### src/rtl/nd_link_pkg.sv
// nd_link_pkg: shared constants and state encoding for the note-data serial link
package nd_link_pkg;
  localparam int NOTE_LANES = 37;
  localparam int FRAME_BITS = 40;
  localparam logic START_LEVEL = 1'b0;
  localparam logic STOP_LEVEL = 1'b1;
  localparam logic IDLE_LEVEL = 1'b1;
  typedef enum logic [2:0] {IDLE, START, DATA, PARITY, STOP} state_t;
endpackage

### src/rtl/nd_bit_timer.sv
// nd_bit_timer: free-running bit-period counter 0..BIT_CYCLES-1 with clear and tick
module nd_bit_timer
  import nd_link_pkg::*;
#(
  parameter int BIT_CYCLES = 100
) (
  input  logic clk,
  input  logic rst_n,
  input  logic clear,
  output logic tick
);
  logic [15:0] count;
  assign tick = count == 16'(BIT_CYCLES - 1);
  // count one bit period, restarting on clear or at the end of each period
  always_ff @(posedge clk) begin
    if (!rst_n || clear || tick) count <= '0;
    else count <= count + 16'd1;
  end
endmodule

### src/rtl/nd_link_serializer.sv
// nd_link_serializer: one-deep buffered 37-bit note frame to async serial line (start, data LSB first, even parity, stop)
module nd_link_serializer
  import nd_link_pkg::*;
#(
  parameter int BIT_CYCLES = 100
) (
  input  logic                  clk,
  input  logic                  rst_n,
  input  logic [NOTE_LANES-1:0] ndata_in,
  input  logic                  ndata_valid,
  output logic                  ndata_ready,
  output logic                  sdata,
  output logic                  busy,
  output logic                  frame_done,
  output logic [15:0]           frame_count
);
  if (BIT_CYCLES < 2 || BIT_CYCLES > 65535) begin : g_bad_bit_cycles
    $error("nd_link_serializer: BIT_CYCLES must be 2..65535");
  end
  state_t                state;
  logic [NOTE_LANES-1:0] hold;
  logic [NOTE_LANES-1:0] shift;
  logic                  hold_full;
  logic                  par;
  logic                  tick;
  logic                  load;
  logic [5:0]            idx;
  assign ndata_ready = !hold_full;
  assign load = hold_full && (state == IDLE || (state == STOP && tick));
  nd_bit_timer #(.BIT_CYCLES(BIT_CYCLES)) u_timer (
    .clk  (clk),
    .rst_n(rst_n),
    .clear(state == IDLE),
    .tick (tick)
  );
  // accept into the holding register, walk the frame bits, and reload back-to-back from the buffer
  always_ff @(posedge clk) begin
    if (!rst_n) begin
      state       <= IDLE;
      hold        <= '0;
      hold_full   <= 1'b0;
      shift       <= '0;
      par         <= 1'b0;
      idx         <= '0;
      sdata       <= IDLE_LEVEL;
      busy        <= 1'b0;
      frame_done  <= 1'b0;
      frame_count <= '0;
    end else begin
      frame_done <= 1'b0;
      if (ndata_valid && !hold_full) begin
        hold      <= ndata_in;
        hold_full <= 1'b1;
      end
      case (state)
        START: if (tick) begin
          state <= DATA;
          idx   <= '0;
          sdata <= shift[0];
        end
        DATA: if (tick) begin
          shift <= shift >> 1;
          idx   <= idx + 6'd1;
          state <= idx == 6'(NOTE_LANES - 1) ? PARITY : DATA;
          sdata <= idx == 6'(NOTE_LANES - 1) ? par : shift[1];
        end
        PARITY: if (tick) begin
          state <= STOP;
          sdata <= STOP_LEVEL;
        end
        STOP: if (tick) begin
          frame_done  <= 1'b1;
          frame_count <= frame_count + 16'd1;
          state       <= IDLE;
          busy        <= 1'b0;
          sdata       <= IDLE_LEVEL;
        end
        default: state <= IDLE;
      endcase
      if (load) begin
        shift     <= hold;
        par       <= ^hold;
        hold_full <= 1'b0;
        state     <= START;
        sdata     <= START_LEVEL;
        busy      <= 1'b1;
      end
    end
  end
endmodule

### config.mk
export PLATFORM = sky130hd
export DESIGN_NAME = nd_link_serializer
export DESIGN_NICKNAME = d
export VERILOG_FILES = /design/src/rtl/nd_link_pkg.sv /design/src/rtl/nd_bit_timer.sv /design/src/rtl/nd_link_serializer.sv
export SDC_FILE = /design/constraint.sdc
export NUM_CORES = 1
export LEC_CHECK = 0
export CAP_MARGIN = 20
export CORE_MARGIN = 3
export CORE_UTILIZATION = 46
export DETAILED_ROUTE_END_ITERATION = 8
export GPL_TIMING_DRIVEN = 0
export PLACE_DENSITY_LB_ADDON = 0.08
export SLEW_MARGIN = 20
export SYNTH_ARGS = -nofsm -noshare
export SYNTH_HDL_FRONTEND = slang
export SYNTH_HIERARCHICAL = 1
export SYNTH_SLANG_ARGS = --single-unit
### constraint.sdc
create_clock -name clk -period 2.3 [get_ports clk]
set_clock_uncertainty 0.05 [all_clocks]
set_input_delay 0.345 -clock clk [delete_from_list [all_inputs] [get_ports clk]]
set_output_delay 0.345 -clock clk [all_outputs]
set_load 0.03 [all_outputs]
-- After elaboration in Yosys (flattened, before gate mapping)
Cells that the tools add are included.
- bits of input ports: 40
- flip-flop bits (word level): 120
- output and inout bits: 20
- logic and storage cells: 79
- add/subtract/negate cells: 3
- equal/unequal tests: 15
- mux-type cells: 23
- bitwise operators: 1
- reduce and logical (&&, ||, !) cells: 25
- operators by type and width (cell ; count):
    37-bit two-way mux ; 3
    37-bit parity ; 1
    16-bit by 1-bit adder with 16-bit output, second input constant ; 2
    16-bit by 7-bit == test with 1-bit output, second input constant ; 1
    3-bit two-way mux ; 4
    6-bit two-way mux ; 2
    3-bit inequality test, second input constant ; 4
    3-bit one-hot mux with 4 select lines ; 1
    6-bit one-hot mux with 2 select lines ; 1
    4-bit AND reduction ; 3
    1-bit two-way mux ; 11
    2-bit inequality test, second input constant ; 4
    2-bit AND reduction ; 4
    2-bit nonzero test ; 4
    6-bit by 1-bit adder with 6-bit output, second input constant ; 1
    3-bit by 2-bit == test with 1-bit output, second input constant ; 2
    6-bit == test, second input constant ; 1
    4-bit nonzero test ; 1
    2-bit OR reduction ; 2
    3-bit by 1-bit == test with 1-bit output, second input constant ; 1
    3-bit == test, second input constant ; 1
    1-bit logical AND ; 3
    3-bit zero test ; 1
    1-bit logical OR ; 3
    other kinds (5) ; 6

-- Logic depth before layout (Yosys ltp)
Gate-level depths: netlist of the first run.
- word-level depth: 6
- depth in mapped cells: 12
- gate-level depth less buffers: 10

-- By module
The synthesis of the first run kept the hierarchy.
- modules (own cells, without submodules) (module ; times used ; cells each ; seq. area each (um^2) ; area an instance (um^2)):
    nd_link_serializer ; 1 ; 521 ; 2082.0 ; 4406.7
    nd_bit_timer ; 1 ; 83 ; 320.3 ; 795.8

-- Least setup slack after synthesis of the first run
Ideal clock, no wire load.
- kind: reg2reg
- start point: register u_timer.count[0]
- end point: register frame_count[13]
- stages on the path, launching flop included: 13
- library setup time: 0.128 ns
- buffers on the path: 2
- arrival time: 2.102 ns
- setup slack: 0.021 ns
- required time: 2.122 ns
- clock period less this slack: 2.279 ns
- cell sequence: dfxtp_1 -> ha_1 -> nor3b_1 -> nand4_1 -> inv_1 -> buf_4 -> and4bb_2 -> buf_4 -> nand4_1 -> nor3_1 -> nand3_1 -> xor2_1 -> nor2_1
- longest elaborated chain between the ends: 2
- ends and longest elaborated chain (item ; line ; RTL):
    start: declaration ; nd_bit_timer.sv:12 ; logic [15:0] count;
    start signal: assignment ; nd_bit_timer.sv:17 ; else count <= count + 16'd1;
    16-bit by 7-bit == test with 1-bit output ; nd_bit_timer.sv:13 ; assign tick = count == 16'(BIT_CYCLES - 1);
    via tick ; nd_link_serializer.sv:25 ; logic tick;
    2-bit AND reduction (no line) ; - ;
    end signal: assignment ; nd_link_serializer.sv:73 ; frame_count <= frame_count + 16'd1;
    end: declaration ; nd_link_serializer.sv:15 ; output logic [15:0] frame_count
The timed path passes the listed nets, and every way through them passes these cells.
A chain may end at the register's enable or synchronous reset.

-- Final worst setup path of the first run
- start point: register u_timer.count[0]
- end point: register shift[15]
- longest elaborated chain between the ends: 6
- elaborated cells between the ends (all ways): 8
- classes of those cells: eq/ne (1); mux (1); reduce/logical (6)
- ends and longest elaborated chain (item ; line ; RTL):
    16-bit by 7-bit == test with 1-bit output * ; nd_bit_timer.sv:13 ;
    via tick ; nd_link_serializer.sv:25 ;
    1-bit logical AND ; nd_link_serializer.sv:29 ; assign load = hold_full && (state == IDLE || (state == STOP && tick));
    1-bit logical OR ; nd_link_serializer.sv:29 ;
    1-bit logical AND ; nd_link_serializer.sv:29 ;
    2-bit nonzero test (no line) ; - ;
    2-bit AND reduction (no line) ; - ;
    end signal: assignment ; nd_link_serializer.sv:62 ; shift <= shift >> 1;
    end signal: assignment ; nd_link_serializer.sv:81 ; shift <= hold;
    end: declaration ; nd_link_serializer.sv:22 ; logic [NOTE_LANES-1:0] shift;
The timed path passes the listed nets; every way through them passes the cells marked *.

==> metrics.md, run 1 <==
| Metric | Value |
|---|---|
| Post-synth top area cell | dfxtp_1 |
| Die area | 12,600 um^2 |
| Core Area | 10,900 um^2 |
| Worst-Margin Slew | roughly 0.66 ns |
| Port Buffer Count | 59 |
| Sink Count | 120 |
| Outcome | completed |
| #FFs+latches synth | 120 |
| Synth top area share | approximately 46% |
| CTS clock-pin slew for the worst setup and hold paths | around 0.05 ns |
| RSZ-0062 raised after global routing | yes |
| Beginning of the worst hold path | shift[11] |
| CTS max path bufs | 2 |
| Post-cts hold buffer count | 0 |
| Vias in the first global route | 4,306 |
| Post-route DRC | 0 |
| Share of cells above drive strength 1 | 14.6% |
| Combinational Power Share | 12.3% |
| Fillers | between 900 and 1,000 |
| Register area share after synthesis | 46.2% |
| Gpl congestion | ~0.84 |
| Post-synthesis compound-gate area fraction | between 10% and 20% |
| Clk_lat worst skew | a little over 0.4 ns |
| Largest family of logic cells by synthesized area | simple AND/OR/NAND/NOR gates |
| Sequence of cells on the critical path | ha_4 > nor3b_4 > nand4_1 > inv_1 > buf_6 > o21ai_4 > or2_4 > a21o_4 > clkbuf_16 > a222oi_1 > nor2_1 |
| CTS tree | yes |
| Number of flops mapped to enable cells by yosys | 0 |
| Hold Path Cell Cnt | 2 |
| Largest net degree at the start of global routing | 17 |
| WL final | around 13 mm |
| Max stage delay on crit path | roughly 0.35 ns |
| Crit path max-delay family | simple AND/OR/NAND/NOR gates |
| Data required, critical path | 2.53 ns |
| FF+latch area | 2410 um^2 |
| Post-synthesis xor/xnor area fraction | 11.7% |
| Chip width | 112 um |
| Routed wire length per instance | 15.1 um |
| VDD IR max | just over 0.6 mV |
| Synth cell types | 48 |
| Crit path kind | register to register |
| Fraction of synthesized area in multiplexers | less than 1% |
| Met3 Use GR | 6.36% |
| Sw Share | 23.7% |
| TritonRoute pass-1 iters | 5 |
| Final hold viol count | 0 |
| Fin util | 62.4% |
| Largest cells by area after synthesis | dfxtp_1 (46%), nand2_1 (8.3%), xnor2_1 (7.4%) |
| Crit path max-delay cell type | dfxtp_2 |
| Critical Path End Type | register |
| First-pass GRT wire length | 20.7 mm |
| Max Slew Vio Count | 0 |
| Worst Hold Path EP | shift[10] |
| Met1 usage in global routing | 25.6% |
| Worst r2r dst | shift[15] |
| Asr flop ratio synth | 0% |
| Sequential power share | between 40% and 50% |
| Syn Nets | 649 |
| Non-Filler Instances | 844 |
| IO Pins | 60 |
| # nets final | 741 |
| Adder-cell area share of the yosys netlist | under 10% |
| Critical Path Start Type | register |
| Total gr overflow | 0 |
| Int Power | 4.03 mW |
| Placed insts | between 800 and 900 |
| Global route hottest layer | met2 |
| Relative slew slack | roughly 56% |
| CTS Buf Count | 17 |
| Post-Syn Area per Cell | 8.61 um^2 |
| Crit-path max FO | 7 |
| Vias per cell | ~5.3 |
| Leakage power | 2.50 nW |
| Setup Viol. Count Final | 0 |
| Inserted Diodes | 0 |
| Via count | 4,507 |
| Area of the multi-input gates | 2750 um^2 |
| Clock power frac | 44.9% |
| Area growth from synthesis to layout | 31.1% |
| Syn Inst Count | 604 |
| DRT iter0 DRCs | between 400 and 500 |
| Initial antenna violation count | 0 |
| Fin crit share | roughly 100% |
| Synth Flop Type | dfxtp_1 |
| R2R depth | 11 |
| R2R Setup Slk | 0.02 ns |
| Final ANT Viol Nets | 0 |
| Initial core utilization | 47.6% |
| Syn. warnings | 6 |
| Worst flop-to-flop path startpoint | u_timer/count[0] |
| H-tree Lvls | 4 |
| Simple-gate portion of the synthesized area | 23.6% |
| Max-cap violations | 0 |
| Worst Path Buf+Inv | 3 |
| FMAX | 438 MHz |
| Overall Global Routing Usage | 20.3% |
| Period minus WS final | 2.28 ns |
| Row count | 38 |
| CP arrival | around 2.5 ns |
| Post-DP HPWL | about 8.6 mm |
| P_sw | 1.25 mW |
| Met2 usage | 33.6% |
| HP Class | register to register |
| Post-Syn Area | 5200 um^2 |
| Pwr per Cell Area | 774 nW/um^2 |
| Die span in y | 112 um |
| CTS root buf | clkbuf_16 |
-- worst min-delay path, delay by kind of cell (launching register included) --
kind               cells  cell delay [ns]
DFF                    1             0.31
AOI/OAI and AO/OA      1             0.07
and+or+nand+nor        1             0.05
-- layout by cell type (no fill, tap or decap), drive strengths merged, types with 15 or more instances in the layout --
cell / count
clkbuf: 41
nand2: 115
xor2: 23
clkdlybuf4s50: 59
xnor2: 44
nor2: 83
a21oi: 41
a222oi: 16
a311oi: 15
dfxtp: 120
buf: 33
-- synth_stat cells (2+ instances only) --
library cell / count
a21oi_1: 41
ha_1: 5
nand2_1: 115
buf_2: 7
nor3_1: 9
nor2b_1: 2
dfxtp_1: 120
nor4_1: 3
inv_1: 10
and4_1: 4
nor2_1: 80
clkbuf_1: 19
nand3_1: 14
xor2_1: 23
and3_1: 5
nor4_2: 4
a311oi_1: 15
mux2i_1: 2
buf_4: 3
nand2b_1: 4
a222oi_1: 16
o21ai_0: 10
xnor2_1: 44
buf_6: 3
buf_1: 6
a221oi_1: 5
nor2_2: 3
nand4_1: 12
-- cell families after synthesis --
group | after synthesis
AOI/OAI and AO/OA | 95
DFF | 120
buffers and inverters | 48
xor gates and xnor gates | 68
adders and majority gates | 5
and+or+nand+nor | 265
muxes | 3
-- worst max path at each step --
stage                 endpoint        startpoint  cells after the start
3_5_place_dp         shift[13]  u_timer/count[0]                     10
4_1_cts        frame_count[13]  u_timer/count[1]                     12
3_3_place_gp   frame_count[15]  u_timer/count[0]                     12
2_1_floorplan  frame_count[13]  u_timer/count[0]                     12
5_1_grt              shift[23]  u_timer/count[0]                     11
6_report             shift[15]  u_timer/count[0]                     11
-- power by group through the flow --
stage	Clock [mW]	Sequential, mW	Combinational [mW]
after floorplan	0	2.28	0.412
after global placement	0	2.29	0.589
after detailed placement	0	2.30	0.601
after CTS	2.41	2.25	0.615
after global routing	2.51	2.27	0.708
final	2.37	2.26	0.649
-- per-layer routing --
layer / vias up / part of all wire, %
met4: 0 / 0.75
met1: 2134 / 44
met2: 115 / 49
met5: - / 0
met3: 10 / 5.4
li1: 2248 / -
-- metrics by stage --
step	worst slack, ns	hold WS, ns	TNS (ns)	cell area [um^2]	total power [mW]
after floorplan	0.0206	0.395	0	5200	2.69
after global placement	-0.300	0.409	-10.34	5970	2.88
after detailed placement	-0.406	0.421	-15.29	5970	2.90
after CTS	-0.0194	0.421	-0.0194	6670	5.28
after global routing	-0.168	0.420	-1.88	6820	5.49
final	0.0170	0.428	0	6820	5.28
-- state kept, by name, indices dropped and copies added (netlist names) --
name,cells
hold_full,1
frame_done,1
sdata,1
u_timer/count,16
state,3
frame_count,16
hold,37
idx,6
par,1
shift,37
busy,1
-- layout make-up --
class | instances | share of cell area (%)
buffer | 37 | 3.04
clock buffer | 22 | 6.95
clock inverter | 5 | 0.734
inverter | 10 | 0.550
multi-input combinational | 436 | 40.3
sequential | 120 | 35.4
tap | 140 | 2.57
timing repair buffer | 74 | 10.5
-- timing repair --
item / in CTS / in global routing
setup buffers: 11 / 2
endpoints found under the setup margin: 57 / 52
gates cloned: 1 / 1
pin swaps: 7 / 25
resized for setup: 23 / 42
No activity file was read; power rests on OpenSTA's default activity.
==> run 2, diff against run 1 <==
PLACE_DENSITY = 0.7   (was unset)
PLACE_DENSITY_LB_ADDON = unset   (was 0.08)
==> run 2 against run 1 <==
Compared with the run above:
- the run now ends with setup timing left
- fmax fell by 2.1%
- first-iteration DRC count rose by 9.4%
- sequential cell count did not move
- critical path depth fell by 1
- global-route usage barely moved
- critical path type unchanged
==> metrics.md, run 2 (synthesis gave the netlist of run 1 again) <==
| Metric | Value |
|---|---|
| Outcome | complete, but fails checks |
| Failing checks | setup timing |
| Largest registers | hold: 37 flops, shift: 37 flops |
| Max-cap violations | 0 |
| CTS clock-pin slew for the worst setup and hold paths | 0.05 ns |
| # nets final | 744 |
| HP Class | register to register |
| R2R Setup Slk | -0.03 ns |
| Post-DP HPWL | 8.55 mm |
| VDD IR max | 0.584 mV |
| Area growth from synthesis to layout | 32.0% |
| Worst-Margin Slew | 0.687 ns |
| Vias per cell | roughly 5.5 |
| First-pass GRT wire length | 20.8 mm |
| Max Slew Vio Count | 0 |
| Sw Share | 24.5% |
| Most frequent cells in the layout | nand2_1 (114), dfxtp_1 (114), nor2_1 (78), clkdlybuf4s50_1 (59), xnor2_1 (43) |
| FF+latch area | 2420 um^2 |
| Inserted Diodes | 0 |
| H-tree Lvls | 4 |
| Worst setup margin | -0.0309 ns |
| Sequential power share | a little over two fifths |
| Critical Path End Type | register |
| Crit path kind | register to register |
| CTS tree | yes |
| Largest net degree at the start of global routing | 17 |
| Clock power frac | 44.1% |
| Combinational Power Share | 12.7% |
| Critical Path Start Type | register |
| Period minus WS final | 2.33 ns |
| CTS Buf Count | 17 |
| Routed wire length per instance | 15.3 um |
| IO Pins | 60 |
| Pre-CTS worst setup slack | -0.385 ns |
| Crit-path max FO | 8 |
| Final ANT Viol Nets | 0 |
| Fillers | about 890 |
| Vias in the first global route | 4,405 |
| Die area | about 13,000 um^2 |
| Hold slack | approximately 0.43 ns |
| Setup Viol. Count Final | 9 |
| Final hold viol count | 0 |
| FMAX | about 430 MHz |
| Relative slew slack | a little over half |
| Row count | 38 |
| Leakage power | 2.50 nW |
| Overall Global Routing Usage | 20.3% |
| DRT iter0 DRCs | 456 |
| Total gr overflow | 0 |
| CP arrival | ~2.6 ns |
| RSZ-0062 raised after global routing | yes |
| Core Area | 10,900 um^2 |
| Die span in y | 112 um |
| TritonRoute pass-1 iters | 6 |
| Area of the multi-input gates | between 2000 and 3000 um^2 |
| Initial antenna violation count | 0 |
| Sink Count | 120 |
| Share of cells above drive strength 1 | roughly 15% |
| Post-route DRC | 0 |
| P_sw | 1.28 mW |
| Fin crit share | 101% |
| Initial core utilization | around 48% |
| Int Power | 3.95 mW |
| Fin util | 62.8% |
| CTS max path bufs | 2 |
| Gpl congestion | around 0.83 |
| Pwr per Cell Area | 761 nW/um^2 |
| Data required, critical path | ~2.5 ns |
| Chip width | 112 um |
| Port Buffer Count | between 50 and 60 |
| CTS root buf | clkbuf_16 |
| Setup TNS | -0.168 ns |
| Clk_lat worst skew | between 0.4 and 0.5 ns |
| Via count | 4,655 |
| WL final | between 10 and 15 mm |
run 2: cell types whose count changed in the layout (fill, tap and decap cells not counted), moves of 3 or more:
cell	delta
clkbuf_1	+6
dfxtp_2	-5
buf_4	+4
dfxtp_4	+3
run 2: timing repair:
item,4_1_cts,5_1_grt
pin swaps,5,20
cloned,0,1
resized for setup,27,41
buffers inserted,7,9
hold buffers,0,0
setup endpoints to repair,57,50
run 2: per-layer routing:
layer | vias up | routed length [um] | GRT usage (%) | share of wire, %
met5 | - | 0 | 0 | 0
met4 | 0 | 212 | 6.17 | 1.6
met3 | 16 | 748 | 5.82 | 5.8
met2 | 161 | 6510 | 34.7 | 50
met1 | 2212 | 5540 | 24.8 | 43
li1 | 2266 | - | - | -
run 2: final timing paths:
check,start,to,depth (start not counted)
worst min register to register,shift[9],shift[8],2
worst max-delay path,u_timer/count[5],shift[31],10
worst max register to register,u_timer/count[5],shift[31],10
worst min-delay path,shift[9],shift[8],2
run 2: final cells by class:
cell class                 instances  area share [%]
inverter                          10           0.547
clock buffer                      27            7.18
sequential                       120            35.2
timing repair buffer              76            10.7
clock inverter                     3           0.255
buffer                            38            3.19
multi-input combinational        436            40.4
tap                              140            2.55
run 2: worst max-delay path: stages (launching register included):
cell and delay [ns]:
dfxtp_1 0.47, and4bb_1 0.24, nand4_1 0.14, inv_1 0.10, buf_6 0.13, o21ai_4 0.07
or2_4 0.27, a21o_4 0.26, buf_4 0.14, a222oi_1 0.23, nor2_1 0.09
run 2: power by group through the flow:
stage / registers, mW / logic (mW) / clock network, mW
2_1_floorplan: 2.28 / 0.412 / 0
3_3_place_gp: 2.29 / 0.585 / 0
3_5_place_dp: 2.30 / 0.595 / 0
4_1_cts: 2.25 / 0.609 / 2.35
5_1_grt: 2.26 / 0.716 / 2.45
6_report: 2.26 / 0.664 / 2.31
run 2: metrics by stage:
stage | power, mW | cells | cell area (um^2)
after floorplan | 2.69 | 604 | 5200
after global placement | 2.88 | 803 | 5970
after detailed placement | 2.89 | 803 | 5970
after CTS | 5.21 | 840 | 6640
after global routing | 5.43 | 850 | 6870
final | 5.23 | 850 | 6870
==> run 3, diff against run 2 <==
CELL_PAD_IN_SITES_DETAIL_PLACEMENT = 0   (was unset)
CELL_PAD_IN_SITES_GLOBAL_PLACEMENT = 1   (was unset)
CORE_UTILIZATION = 38   (was 46)
PLACE_DENSITY = 0.87   (was 0.7)
SYNTH_HIERARCHICAL = unset   (was 1)
==> run 3 against run 2 <==
Compared with the run above:
- the run now ends clean
- critical path depth down 3
- worst setup slack better by 0.18 ns
- sequential power about the same
- die area up 23%
- non-clock buffer count down 17
- wire length down 9.4%
- hold slack worse by 0.027 ns
- clock power up 6%
- largest cell class unchanged
- highest routed layer unchanged
==> metrics.md, run 3 <==
| Metric | Value |
|---|---|
| Outcome | completed |
| Total gr overflow | 0 |
| Most frequent cells in the layout | nand2_1 (151), dfxtp_1 (120), clkdlybuf4s50_1 (59), a21boi_0 (53), xnor2_1 (48) |
| Largest net degree at the start of global routing | 17 |
| Beginning of the worst hold path | shift[20] |
| Inserted Diodes | 0 |
| Initial antenna violation count | 0 |
| Critical Path Start Type | register |
| #FFs+latches synth | 120 |
| First-pass GRT wire length | 20.0 mm |
| Synth cell types | 43 |
| Asr flop ratio synth | 0% |
| Final ANT Viol Nets | 0 |
| Clk_lat worst skew | about 0.4 ns |
| Die span in y | 125 um |
| Fillers | 1,267 |
| Post-Syn Area per Cell | 8.50 um^2 |
| Sequence of cells on the critical path | ha_4 > nor4b_2 > nand4_2 > buf_4 > buf_2 > a2111oi_0 > o21ai_0 |
| Worst Path Buf+Inv | 2 |
| Worst setup margin | about 0.15 ns |
| Crit. Startpoint | u_timer.count[0] |
| Syn. warnings | 0 |
| Data required, critical path | ~2.5 ns |
| Setup Viol. Count Final | 0 |
| Post-route DRC | 0 |
| CTS root buf | clkbuf_16 |
| Most common cell after layout, fill and taps aside | nand2_1 |
| Largest registers | hold: 37 flops, shift: 37 flops |
| FMAX | 464 MHz |
| Routed wire length per instance | roughly 13 um |
| Post-synth top cells | nand2_1 (151), dfxtp_1 (120), a21boi_0 (53) |
| Overall Global Routing Usage | between 10% and 20% |
| Port Buffer Count | 59 |
| Period minus WS final | between 2 and 2.5 ns |
| Max-cap violations | 0 |
| HP Class | register to register |
| # nets final | 751 |
| Sink Count | 120 |
| Fin crit share | 93.6% |
| CTS Buf Count | 17 |
| Post-Syn Area | 5340 um^2 |
| Fin util | 49.9% |
| DRT iter0 DRCs | approximately 220 |
| CTS tree | yes |
| Crit path max-delay family | compound AO/OA/AOI/OAI gates |
| Leakage power | 2.36 nW |
| Crit path max-delay cell type | a2111oi_0 |
| H-tree Lvls | 4 |
| IO Pins | 60 |
| Worst flop-to-flop path startpoint | u_timer.count[0] |
| Worst-Margin Slew | 0.874 ns |
| Synth top area share | 45.0% |
| Post-DP HPWL | 8.66 mm |
| Critical Path End Type | register |
| Max stage delay on crit path | about 0.50 ns |
| Row count | 42 |
| Number of flops mapped to enable cells by yosys | 0 |
| VDD IR max | 0.542 mV |
| Post-synth top area cell | dfxtp_1 |
| CTS max path bufs | 2 |
| Vias per cell | 4.98 |
| Chip width | 125 um |
| Die area | 15,500 um^2 |
| WL final | 11.8 mm |
| Final hold viol count | 0 |
| Most frequent cell after synthesis | nand2_1 |
| CTS clock-pin slew for the worst setup and hold paths | 0.05 ns |
| Relative slew slack | 40.8% |
| CP arrival | 2.37 ns |
| Pre-CTS worst setup slack | -0.132 ns |
| Synth Flop Type | dfxtp_1 |
| Initial core utilization | about 40% |
| Via count | 4,439 |
| Crit path kind | register to register |
| Vias in the first global route | 4,343 |
| Register area share after synthesis | a little under half |
| Largest cells by area after synthesis | dfxtp_1 (45%), nand2_1 (11%), xnor2_1 (7.9%) |
| Setup TNS | 0 ns |
| Area growth from synthesis to layout | 26.3% |
| Syn Nets | 672 |
| Max Slew Vio Count | 0 |
| Syn Inst Count | 628 |
| Core Area | 13,500 um^2 |
| Pwr per Cell Area | roughly 780 nW/um^2 |
| TritonRoute pass-1 iters | 5 |
| Gpl congestion | 0.826 |
| Share of cells above drive strength 1 | 7.27% |
| Crit-path max FO | 10 |
[run 3: changes by cell type after synthesis, moves of 20 or more]
cell      before  now
nor2_1        80   35
o21ai_0       10   30
a21boi_0       0   53
and2_1         1   21
a21oi_1       41    3
nand2_1      115  151
[run 3: what timing repair did]
action | in CTS | in global routing
resized for setup | 4 | 19
gates cloned | 0 | 0
endpoints found under the setup margin | 57 | 65
hold buffers | 0 | 0
setup buffers | 1 | 0
endpoints found under the hold margin | 0 | 0
pin swaps | 1 | 1
[run 3: area by class of cell]
class	count	area, um^2	share of cell area, %
multi-input cells	465	2780	41.3
flip-flops and latches	120	2400	35.6
repair buffers	60	598	8.87
clock buffers	24	502	7.44
well taps	176	220	3.27
plain buffers	37	170	2.52
clock inverters	3	42.5	0.631
inverters	6	22.5	0.334
[run 3: worst min-delay path: stages, from the launching register on]
cell and delay, ns:
dfxtp_1 0.30, nand2_1 0.05, a21boi_1 0.05
[run 3: cell families after synthesis]
| family | Yosys count | share of synthesized area [%] |
|---|---|---|
| adder cells (fa/ha/maj) | 4 | 0.938 |
| AND/OR/NAND/NOR | 257 | 22.0 |
| multiplexers | 1 | 0.211 |
| flip-flops | 120 | 45.0 |
| XOR/XNOR | 68 | 11.4 |
| AO/OA/AOI/OAI | 135 | 17.1 |
| buffers and inverters | 43 | 3.33 |
[run 3: worst paths after layout]
kind | endpoint | slack, ns | cells past startpoint
worst max register to register | sdata | 0.15 | 7
worst min register to register | shift[20] | 0.40 | 2
worst max-delay path | sdata | 0.15 | 7
worst min-delay path | shift[20] | 0.40 | 2
[run 3: where the power goes]
group	switching [mW]	internal, mW
combinational	0.276	0.282
sequential	0.0685	2.18
clock	0.846	1.59
total	1.19	4.05
[run 3: layer usage]
layer | vias to the layer above | part of all wire [%] | GRT usage (%)
met5 | - | 0 | 0
met4 | 0 | 0.65 | 4.45
met3 | 8 | 4.2 | 4.97
met2 | 86 | 48 | 26.2
met1 | 2074 | 47 | 19.3
li1 | 2271 | - | -
[run 3: through the flow]
step                cell area, um^2  cells  power (mW)  hold slack, ns
global route                   6740    891        5.47           0.424
detailed placement             6150    863        2.85           0.395
global placement               6150    863        2.83           0.391
finish                         6740    891        5.24           0.403
CTS                            6710    891        5.29           0.402
floorplan                      5340    628        2.66           0.380
